==> src/rtl/ysyx_22040759_ifu_fq_pkg.sv <==
// Shared constants and helpers for the fetch unit and its FIFOs.
package ysyx_22040759_ifu_fq_pkg;

  // Canonical RISC-V NOP (addi x0, x0, 0), shown when the queue is empty.
  localparam logic [31:0] NOP_INST = 32'h0000_0013;

  // Default PC loaded on reset.
  localparam logic [63:0] DEFAULT_RESET_PC = 64'h0000_0000_8000_0000;

  // Pointer width for a FIFO of the given depth; at least one bit so
  // that depth-1 FIFOs still have a legal pointer register.
  function automatic int ptr_width(input int depth);
    return (depth <= 2) ? 1 : $clog2(depth);
  endfunction

endpackage

==> src/rtl/ysyx_22040759_sync_fifo.sv <==
// Show-ahead synchronous FIFO with a synchronous flush.
// head_data always presents the oldest entry; push is ignored when full,
// pop is ignored when empty, and flush voids any same-cycle push or pop.
module ysyx_22040759_sync_fifo
  import ysyx_22040759_ifu_fq_pkg::*;
#(
  parameter int WIDTH = 32,
  parameter int DEPTH = 4,
  localparam int PTR_W = ptr_width(DEPTH),
  localparam int CNT_W = $clog2(DEPTH + 1)
) (
  input  logic             clk,
  input  logic             rst,
  input  logic             flush,
  input  logic             push,
  input  logic [WIDTH-1:0] push_data,
  input  logic             pop,
  output logic [WIDTH-1:0] head_data,
  output logic [CNT_W-1:0] count,
  output logic             full,
  output logic             empty
);

  logic [WIDTH-1:0] mem [DEPTH];
  logic [PTR_W-1:0] wr_ptr_reg;
  logic [PTR_W-1:0] rd_ptr_reg;
  logic [CNT_W-1:0] count_reg;
  logic             do_push;
  logic             do_pop;

  function automatic logic [PTR_W-1:0] next_ptr(input logic [PTR_W-1:0] p);
    return (p == PTR_W'(DEPTH - 1)) ? '0 : p + 1'b1;
  endfunction

  assign full      = (count_reg == CNT_W'(DEPTH));
  assign empty     = (count_reg == '0);
  assign count     = count_reg;
  assign do_push   = push && !full && !flush;
  assign do_pop    = pop && !empty && !flush;
  assign head_data = mem[rd_ptr_reg];

  // Storage array: written on accepted pushes only, never reset.
  always_ff @(posedge clk) begin
    if (!rst && do_push) begin
      mem[wr_ptr_reg] <= push_data;
    end
  end

  // Pointer and occupancy bookkeeping; flush empties the FIFO in one edge.
  always_ff @(posedge clk) begin
    if (rst || flush) begin
      wr_ptr_reg <= '0;
      rd_ptr_reg <= '0;
      count_reg  <= '0;
    end else begin
      if (do_push) wr_ptr_reg <= next_ptr(wr_ptr_reg);
      if (do_pop)  rd_ptr_reg <= next_ptr(rd_ptr_reg);
      case ({do_push, do_pop})
        2'b10:   count_reg <= count_reg + 1'b1;
        2'b01:   count_reg <= count_reg - 1'b1;
        default: count_reg <= count_reg;
      endcase
    end
  end

endmodule

==> src/rtl/ysyx_22040759_ifu_fq.sv <==
// Instruction-fetch unit with a decoupling fetch queue.
// Requests are issued only when a queue slot is guaranteed for the
// response (credit = queued entries + live outstanding requests), so the
// queue can never overflow. A redirect flushes the queue and marks every
// request still in flight as dead; their responses are dropped in order.
module ysyx_22040759_ifu_fq
  import ysyx_22040759_ifu_fq_pkg::*;
#(
  parameter int              XLEN     = 64,
  parameter int              ADDR_W   = 32,
  parameter logic [XLEN-1:0] RESET_PC = XLEN'(DEFAULT_RESET_PC),
  parameter int              FQ_DEPTH = 4,
  parameter int              MAX_OUT  = 2
) (
  input  logic              clk,
  input  logic              rst,
  input  logic              redirect_valid,
  input  logic [XLEN-1:0]   redirect_pc,
  input  logic              stall,
  output logic              req_valid,
  input  logic              req_ready,
  output logic [ADDR_W-1:0] req_addr,
  input  logic              rsp_valid,
  input  logic [63:0]       rsp_data,
  output logic              ds_valid,
  input  logic              ds_ready,
  output logic [31:0]       ds_inst,
  output logic [XLEN-1:0]   ds_pc
);

  localparam int IF_W  = $clog2(MAX_OUT + 1);
  localparam int FQ_CW = $clog2(FQ_DEPTH + 1);
  localparam int CR_W  = $clog2(FQ_DEPTH + MAX_OUT + 1) + 1;
  localparam int ENT_W = 32 + XLEN;

  logic [XLEN-1:0]  fetch_pc_reg, fetch_pc_next;
  logic [IF_W-1:0]  inflight_reg, inflight_next;
  logic [IF_W-1:0]  drop_cnt_reg, drop_cnt_next;
  logic [IF_W-1:0]  live;
  logic [CR_W-1:0]  credit_used;
  logic [XLEN-1:0]  redirect_target;
  logic             req_fire;
  logic             rsp_drop;
  logic             fq_push;
  logic             fq_pop;
  logic [31:0]      rsp_inst;
  logic [ENT_W-1:0] fq_push_data;
  logic [ENT_W-1:0] fq_head;
  logic [FQ_CW-1:0] fq_count;
  logic             fq_full, fq_empty;
  logic [XLEN-1:0]  tag_pc;
  logic [IF_W-1:0]  tag_count;
  logic             tag_full, tag_empty;

  // Request gating, response routing and next-state for counters / PC.
  always_comb begin
    live            = inflight_reg - drop_cnt_reg;
    credit_used     = CR_W'(fq_count) + CR_W'(live);
    req_valid       = !rst && !stall && !redirect_valid
                      && (inflight_reg < IF_W'(MAX_OUT))
                      && (credit_used < CR_W'(FQ_DEPTH));
    req_fire        = req_valid && req_ready;
    redirect_target = redirect_pc & ~XLEN'(3);

    rsp_drop     = (drop_cnt_reg != '0) || redirect_valid;
    fq_push      = rsp_valid && !rsp_drop;
    rsp_inst     = tag_pc[2] ? rsp_data[63:32] : rsp_data[31:0];
    fq_push_data = {rsp_inst, tag_pc};
    fq_pop       = !fq_empty && ds_ready;

    inflight_next = inflight_reg + IF_W'(req_fire) - IF_W'(rsp_valid);

    if (redirect_valid) begin
      drop_cnt_next = inflight_next;
    end else if (rsp_valid && (drop_cnt_reg != '0)) begin
      drop_cnt_next = drop_cnt_reg - 1'b1;
    end else begin
      drop_cnt_next = drop_cnt_reg;
    end

    if (redirect_valid) begin
      fetch_pc_next = redirect_target;
    end else if (req_fire) begin
      fetch_pc_next = fetch_pc_reg + XLEN'(4);
    end else begin
      fetch_pc_next = fetch_pc_reg;
    end
  end

  // Fetch PC and in-flight / drop counters.
  always_ff @(posedge clk) begin
    if (rst) begin
      fetch_pc_reg <= RESET_PC;
      inflight_reg <= '0;
      drop_cnt_reg <= '0;
    end else begin
      fetch_pc_reg <= fetch_pc_next;
      inflight_reg <= inflight_next;
      drop_cnt_reg <= drop_cnt_next;
    end
  end

  assign req_addr = fetch_pc_reg[ADDR_W-1:0];

  // Tags stay aligned with bus responses, so this FIFO is never flushed.
  ysyx_22040759_sync_fifo #(
    .WIDTH (XLEN),
    .DEPTH (MAX_OUT)
  ) u_tag_fifo (
    .clk       (clk),
    .rst       (rst),
    .flush     (1'b0),
    .push      (req_fire),
    .push_data (fetch_pc_reg),
    .pop       (rsp_valid),
    .head_data (tag_pc),
    .count     (tag_count),
    .full      (tag_full),
    .empty     (tag_empty)
  );

  ysyx_22040759_sync_fifo #(
    .WIDTH (ENT_W),
    .DEPTH (FQ_DEPTH)
  ) u_fetch_queue (
    .clk       (clk),
    .rst       (rst),
    .flush     (redirect_valid),
    .push      (fq_push),
    .push_data (fq_push_data),
    .pop       (fq_pop),
    .head_data (fq_head),
    .count     (fq_count),
    .full      (fq_full),
    .empty     (fq_empty)
  );

  assign ds_valid = !fq_empty;
  assign ds_inst  = fq_empty ? NOP_INST : fq_head[ENT_W-1:XLEN];
  assign ds_pc    = fq_empty ? '0 : fq_head[XLEN-1:0];

`ifndef SYNTHESIS
  // Invariants implied by the credit rule and in-order bus responses.
  always_ff @(posedge clk) begin
    if (!rst) begin
      assert (!(fq_push && fq_full));
      assert (!(rsp_valid && tag_empty));
      assert (!(req_fire && tag_full));
      assert (tag_count == inflight_reg);
    end
  end
`endif

endmodule

==> config.mk <==
export PLATFORM = sky130hd
export DESIGN_NAME = ysyx_22040759_ifu_fq
export DESIGN_NICKNAME = d
export VERILOG_FILES = /design/src/rtl/ysyx_22040759_ifu_fq_pkg.sv /design/src/rtl/ysyx_22040759_sync_fifo.sv /design/src/rtl/ysyx_22040759_ifu_fq.sv
export SDC_FILE = /design/constraint.sdc
export NUM_CORES = 1
export LEC_CHECK = 0
export CAP_MARGIN = 20
export CORE_MARGIN = 3
export CORE_UTILIZATION = 49
export CTS_CLUSTER_DIAMETER = 200
export DETAILED_ROUTE_END_ITERATION = 6
export PLACE_DENSITY = 0.74
export SYNTH_ARGS = -nofsm -noshare
export SYNTH_HDL_FRONTEND = slang
export SYNTH_HIERARCHICAL = 1
export SYNTH_SLANG_ARGS = --single-unit
==> constraint.sdc <==
create_clock -name clk -period 15.3 [get_ports clk]
set_input_delay 3.06 -clock clk [delete_from_list [all_inputs] [get_ports clk]]
set_output_delay 3.06 -clock clk [all_outputs]
set_load 0.02 [all_outputs]
==> results of run 1 <==
[how the worst max path moves through the flow]
| stage | end | slack [ns] | depth (start not counted) | from |
|---|---|---|---|---|
| detailed placement | req_valid | 7.35 | 5 | rst |
| global placement | req_valid | 7.33 | 5 | rst |
| CTS | req_valid | 7.34 | 5 | rst |
| global route | req_valid | 7.21 | 5 | rst |
| finish | req_valid | 7.30 | 5 | rst |
| floorplan | u_fetch_queue/mem[0][0] | 3.08 | 9 | redirect_valid |
[per-layer routing]
| metal | vias to the layer above | GRT usage, % | wire length [µm] |
|---|---|---|---|
| met4 | 0 | 5.85 | 1380 |
| met5 | - | 0 | 0 |
| met3 | 86 | 4.49 | 4090 |
| met1 | 7294 | 28.0 | 23400 |
| li1 | 6441 | - | - |
| met2 | 551 | 35.3 | 27700 |
[through the flow]
step | power, µW | instances
4_1_cts | 3370 | 2480
2_1_floorplan | 1900 | 1535
6_report | 3340 | 2480
5_1_grt | 3450 | 2480
3_3_place_gp | 1970 | 2371
3_5_place_dp | 1980 | 2371
[worst max-delay path: cells and delay by family]
family | cells | cell delay (ns)
buffers and inverters | 3 | 1.29
and+or+nand+nor | 2 | 0.56
[power by group]
group | leakage [µW] | switching, µW | total [µW] | internal, µW
Combinational | 0.00304 | 75.5 | 152 | 76.6
Sequential | 0.00528 | 26.8 | 1790 | 1760
Clock | 0.000932 | 587 | 1400 | 816
Total | 0.00925 | 689 | 3340 | 2660
[area by class of cell]
| cell class | count | area (µm²) | area share (%) |
|---|---|---|---|
| tap | 664 | 831 | 2.79 |
| inverter | 22 | 82.6 | 0.278 |
| sequential | 592 | 17000 | 57.1 |
| multi-input combinational | 803 | 7120 | 24.0 |
| clock inverter | 28 | 254 | 0.854 |
| timing repair buffer | 290 | 2820 | 9.48 |
| clock buffer | 81 | 1640 | 5.52 |
==> metrics.cfg, run 1 <==
[floorplanning]
dieWidth_um=231
rows=81
fp.dieArea_um2=53400
fp.dieH_um=231
design.core.area_um2=49500
pin_count=265
start_util_pct=50.2

[logic_synthesis]
synthesis.area_um2=24800
yosys_warnings=6
syn_avg_cell_area_um2=16.3
synth_cells=1527

[global_route]
grt_pass1_wl_mm=86.0
antenna_found_initial=0
track_usage_pct=21.0
gr-total-overflow=0
grt_pass1_vias=14603
grt_max_degree=80

[worst_setup_path]
rr_endpoint=u_tag_fifo/mem[0][5]
cp-end-kind=output port
path_max_fanout=74
slowest_stage=buf_4
crit_path_cell_trace=buf_2 -> buf_4 -> nor2_1 -> and3_1 -> clkdlybuf4s50_1
crit_type=in -> out
reg2reg_slack_ns=11.59
cp-start-kind=input pin
crit_arrival_ns=4.94
cpPeakStageDelay_ns=0.68
r2r_start=inflight_reg[0]
crit_required_ns=12.24
worst_r2r_path_depth=11

[route]
drt_first_pass_iters=7
num_vias=14372
wirelength_mm=56.6
wire_per_inst_um=22.8
ant_nets=0
drc=0
drt_iter0_drc=1268
via_per_inst=5.80

[cts]
cts_hold_buf=0
cts_max_level=2
cts.clk_slew.worst_paths_ns=0.06
cts_setup_buffers=0
clock_path_buffers=3
cts-resized-gates=0
cts-buffers-inserted=59
cts.sinks=592
clock_latency_ns=0.61
cts_root_buf=clkbuf_16
cts_tree=done

[sta]
setup_tns_ns=0
min_period_over_period_pct=52.3
slew_headroom_pct=33.7
hold-worst-slack_ns=0.488
tightest_slew_ns=0.994
hold_violations=0
setup_viol=0
rsz0062_at_grt=false
drv_slew=0
fmax_mhz=125
period_needed_ns=8.00
skew_ns=0.0236
setup_ws_ns=7.30

[cells_and_area]
layout_commonest_cell=edfxtp_1
largest_reg_flops=384
diodes=0
drive_gt1_share_pct=19.1
fill_cells=3778
finalNetCount=1917
final_cell_mix=512 x edfxtp_1, 258 x clkdlybuf4s50_1, 100 x mux2_2, 97 x nor2b_1, 96 x mux4_2
fin_util_pct=60.1
area_delta_synth_final_pct=19.8
final_area_um2=29700

[placement]
pre_cts_slack_ns=7.35
hpwlAfterDp_mm=35.0
portBuffers=260
place_congestion=0.838
dpl_cell_area_um2=27800

[hold_path]
hp-start=u_fetch_queue/rd_ptr_reg[1]
hold_path_depth=2
hold_class=reg -> reg
holdPathEnd=u_fetch_queue/rd_ptr_reg[1]

[power]
power_density_nw_per_um2=112
ir_worst_vdd_uv=81.9
leakagePower_uw=0.00925

[run_status]
status=complete, no violations

[run]
maxCapViolations=0

Note: power is estimated with default switching activity, not from simulation.
==> run 2, diff against run 1 <==
==> constraint.sdc (replaced) <==
create_clock -name clk -period 7.5 [get_ports clk]
set_input_delay 1.5 -clock clk [delete_from_list [all_inputs] [get_ports clk]]
set_output_delay 1.5 -clock clk [all_outputs]
set_load 0.02 [all_outputs]
==> metrics.cfg, run 2 (synthesis results as in run 1) <==
[route]
wirelength_mm=55.6
drt_iter0_drc=1326
drt_first_pass_iters=5
ant_nets=0
via_per_inst=5.79
drc=0
wire_per_inst_um=22.4
num_vias=14348

[sta]
hold-worst-slack_ns=0.492
period_needed_ns=5.01
min_period_over_period_pct=66.8
rsz0062_at_grt=false
tightest_slew_ns=1.12
slew_headroom_pct=25.6
hold_violations=0
skew_ns=0.0321
drv_slew=0
setup_viol=0
fmax_mhz=200

[worst_setup_path]
crit_type=reg -> out
slowest_stage=dfxtp_4
cpPeakStageDelay_ns=0.99
cp-end-kind=output port
path_max_fanout=59
crit_arrival_ns=3.51
cp.depth=4
cp-start-kind=register
crit_required_ns=6.00
critical-path-top-delay-family=buffers and inverters
cp_num_buf_inv=2
worst_r2r_path_depth=14
crit_path_cell_trace=buf_4 -> mux4_2 -> or2_2 -> clkdlybuf4s50_1

[cts]
cts_setup_buffers=0
cts_tree=done
cts.clk_slew.worst_paths_ns=0.06
cts.sinks=592
cts-resized-gates=0
clock_latency_ns=0.62
clock_path_buffers=3
cts_root_buf=clkbuf_16
cts_hold_buf=0
cts-buffers-inserted=59
cts_max_level=2

[cells_and_area]
largest_reg_flops=384
area_delta_synth_final_pct=20.6
drive_gt1_share_pct=19.4
final_cell_mix=512 x edfxtp_1, 258 x clkdlybuf4s50_1, 100 x mux2_2, 97 x nor2b_1, 96 x mux4_2
diodes=0
layout_commonest_cell=edfxtp_1
finalNetCount=1914
final_area_um2=29900

[global_route]
gr-total-overflow=0
antenna_found_initial=0
grt_pass1_wl_mm=85.0
grt_pass1_vias=14510
track_usage_pct=20.8
grt_max_degree=81

[power]
pwr-share-comb_pct=4.3
finalPower_uw=7040
p_int_uw=5620
ir_worst_vdd_uv=182
sequentialPowerShare_pct=51.9
p_sw_uw=1410
power_density_nw_per_um2=235
leakagePower_uw=0.00931
p_clk_share_pct=43.8
p_sw_share_pct=20.1

[placement]
hpwlAfterDp_mm=34.0
dpl_cell_area_um2=27800
portBuffers=260
place_congestion=0.814

[floorplanning]
fp.dieArea_um2=53400
dieWidth_um=231
fp.dieH_um=231
pin_count=265
rows=81
start_util_pct=50.2
design.core.area_um2=49500

[run_status]
status=complete, no violations

[hold_path]
hold_class=reg -> reg
hold_path_depth=2

[run]
maxCapViolations=0

-- run 2: changes by cell type in the layout (fill, tap and decap cells not counted), sizes merged --
cell / previous run / this run
bufinv: 4 / 9
clkbuf: 81 / 83
clkinvlp: 1 / 4
buf: 32 / 29
clkinv: 23 / 15
-- run 2: through the flow --
step                TNS (ns)  util [%]  cells  setup WS, ns
floorplan           -1215.04         -   1535         -3.16
global placement           0      56.3   2368          2.65
detailed placement         0      56.3   2368          2.62
CTS                        0      60.5   2479          2.34
global route               0      60.5   2479          2.27
finish                     0      60.5   2479          2.49
-- run 2: power groups by stage --
| stage | clock network [µW] | registers, µW | logic (µW) |
|---|---|---|---|
| 2_1_floorplan | 0 | 3700 | 169 |
| 3_3_place_gp | 0 | 3720 | 299 |
| 3_5_place_dp | 0 | 3720 | 305 |
| 4_1_cts | 3150 | 3650 | 307 |
| 5_1_grt | 3280 | 3660 | 329 |
| 6_report | 3080 | 3650 | 305 |
-- run 2: worst min-delay path: cells and delay by family, from the launching register on --
family,cells,cell delay [ns]
muxes,1,0.07
and+or+nand+nor,1,0.05
DFF,1,0.32
-- run 2: layer usage --
metal,part of all wire (%),vias to the layer above,GRT usage [%]
met5,0,-,0
met1,40,7278,27.7
met2,50,535,34.8
met3,7.1,89,4.28
li1,-,6446,-
met4,2.6,0,6.16
-- run 2: area by class of cell --
type	count	area, µm²
flip-flops and latches	592	17000
multi-input cells	803	7140
clock buffers	83	1680
repair buffers	287	2810
fillers	3671	19500
inverters	22	82.6
clock inverters	28	405
well taps	664	831
-- run 2: final timing paths --
check                                    from                   to  slack, ns
setup / recovery                     register           ds_inst[0]       2.49
hold / removal    u_fetch_queue/rd_ptr_reg[1]             register       0.49
setup reg to reg              inflight_reg[0]  u_tag_fifo/count[1]       3.96
hold reg to reg   u_fetch_queue/rd_ptr_reg[1]             register       0.49
==> run 3, diff against run 2 <==
==> constraint.sdc (replaced) <==
create_clock -name clk -period 4.98 [get_ports clk]
set_input_delay 0.996 -clock clk [delete_from_list [all_inputs] [get_ports clk]]
set_output_delay 0.996 -clock clk [all_outputs]
set_load 0.02 [all_outputs]
==> metrics.cfg, run 3 (synthesis results as in run 1) <==
[global_route]
grt_pass1_wl_mm=85.4
grt_pass1_vias=14548
gr-total-overflow=0
grt_max_degree=72
track_usage_pct=21.0
antenna_found_initial=0

[cells_and_area]
largest_reg_flops=384
final_cell_mix=512 x edfxtp_1, 258 x clkdlybuf4s50_1, 100 x mux2_2, 97 x nor2b_1, 96 x mux4_2
diodes=0
fill_cells=3703
layout_commonest_cell=edfxtp_1
fin_util_pct=60.4
drive_gt1_share_pct=19.3
area_delta_synth_final_pct=20.5
finalNetCount=1922

[sta]
drv_slew=0
hold-worst-slack_ns=0.484
min_period_over_period_pct=84.1
rsz0062_at_grt=false
skew_ns=0.0135
period_needed_ns=4.19
setup_viol=0
setup_tns_ns=0
hold_violations=0
fmax_mhz=239
slew_headroom_pct=37.0
tightest_slew_ns=0.944

[worst_setup_path]
slowest_stage=dfxtp_4
path_max_fanout=34
crit_arrival_ns=3.19
cp-start-kind=register
cp_num_buf_inv=2
crit_path_cell_trace=buf_4 -> mux4_2 -> or2_2 -> clkdlybuf4s50_1
cp-end-kind=output port
critical-path-top-delay-family=buffers and inverters
worst_r2r_path_depth=13
cp.depth=4
crit_type=reg -> out
crit_required_ns=3.98
cpPeakStageDelay_ns=0.87

[floorplanning]
fp.dieH_um=231
rows=81
design.core.area_um2=49500
pin_count=265
start_util_pct=50.2
dieWidth_um=231
fp.dieArea_um2=53400

[power]
leakagePower_uw=0.00933
power_density_nw_per_um2=343
ir_worst_vdd_uv=255

[cts]
cts-resized-gates=0
clock_path_buffers=3
cts-buffers-inserted=57
cts_hold_buf=0
cts_root_buf=clkbuf_16
clock_latency_ns=0.60
cts_max_level=2
cts_setup_buffers=0
cts.sinks=592
cts.clk_slew.worst_paths_ns=0.06
cts_tree=done

[placement]
hpwlAfterDp_mm=35.2
portBuffers=260
place_congestion=0.793

[route]
wire_per_inst_um=22.8
wirelength_mm=56.6
ant_nets=0
drc=0
num_vias=14442
via_per_inst=5.81
drt_iter0_drc=1149
drt_first_pass_iters=5

[hold_path]
hold_class=reg -> reg
hold_path_depth=2

[run_status]
status=complete, no violations

[run]
maxCapViolations=0

==> run 3: changes by cell type in the layout (fill, tap and decap cells not counted), moves of 2 or more <==
cell / previous run / this run
nor3b_4: 0 / 4
clkinv_2: 5 / 9
buf_4: 26 / 31
nor3b_2: 4 / 0
buf_12: 1 / 6
clkinv_1: 5 / 12
bufinv_16: 9 / 6
clkbuf_8: 9 / 2
clkinv_4: 4 / 2
clkinvlp_4: 4 / 0
==> run 3: per-stage QoR <==
step	worst slack, ns	power (µW)	std cells	cell area (µm²)
6_report	0.792	10300	2485	29900
5_1_grt	0.598	10600	2485	29900
2_1_floorplan	-1.24	5830	1535	24900
3_5_place_dp	1.15	6070	2378	28000
3_3_place_gp	1.26	6060	2378	28000
4_1_cts	0.682	10400	2485	29900
==> run 3: path summary, 6_finish.rpt <==
kind | endpoint | slack [ns] | from
hold reg to reg | register | 0.48 | u_fetch_queue/rd_ptr_reg[1]
setup / recovery | ds_inst[4] | 0.79 | register
hold / removal | register | 0.48 | u_fetch_queue/rd_ptr_reg[1]
setup reg to reg | u_tag_fifo/count[1] | 1.92 | inflight_reg[0]
==> run 3: layout make-up <==
type | instances | area, µm² | share of cell area [%]
Inverter | 22 | 87.6 | 0.293
Multi-Input combinational cell | 803 | 7160 | 24.0
Clock inverter | 30 | 298 | 0.996
Sequential cell | 592 | 17000 | 56.8
Clock buffer | 77 | 1590 | 5.30
Tap cell | 664 | 831 | 2.78
Timing Repair Buffer | 297 | 2950 | 9.85
==> run 3: tightest hold or removal path, stage by stage (launching register included) <==
cell	delay (ns)
dfxtp_1	0.31
nand2_1	0.06
mux2i_1	0.07
==> run 3: power by group <==
part           internal, µW  switching, µW
Sequential             5420           87.3
Clock                  2540           1760
Combinational           235            230
==> run 3: metal layers <==
layer	global-route usage (%)	vias to the layer above	part of all wire (%)
li1	-	6460	-
met5	0	-	0
met2	34.5	576	48
met4	5.95	0	2.4
met1	28.9	7316	42
met3	4.23	90	6.9
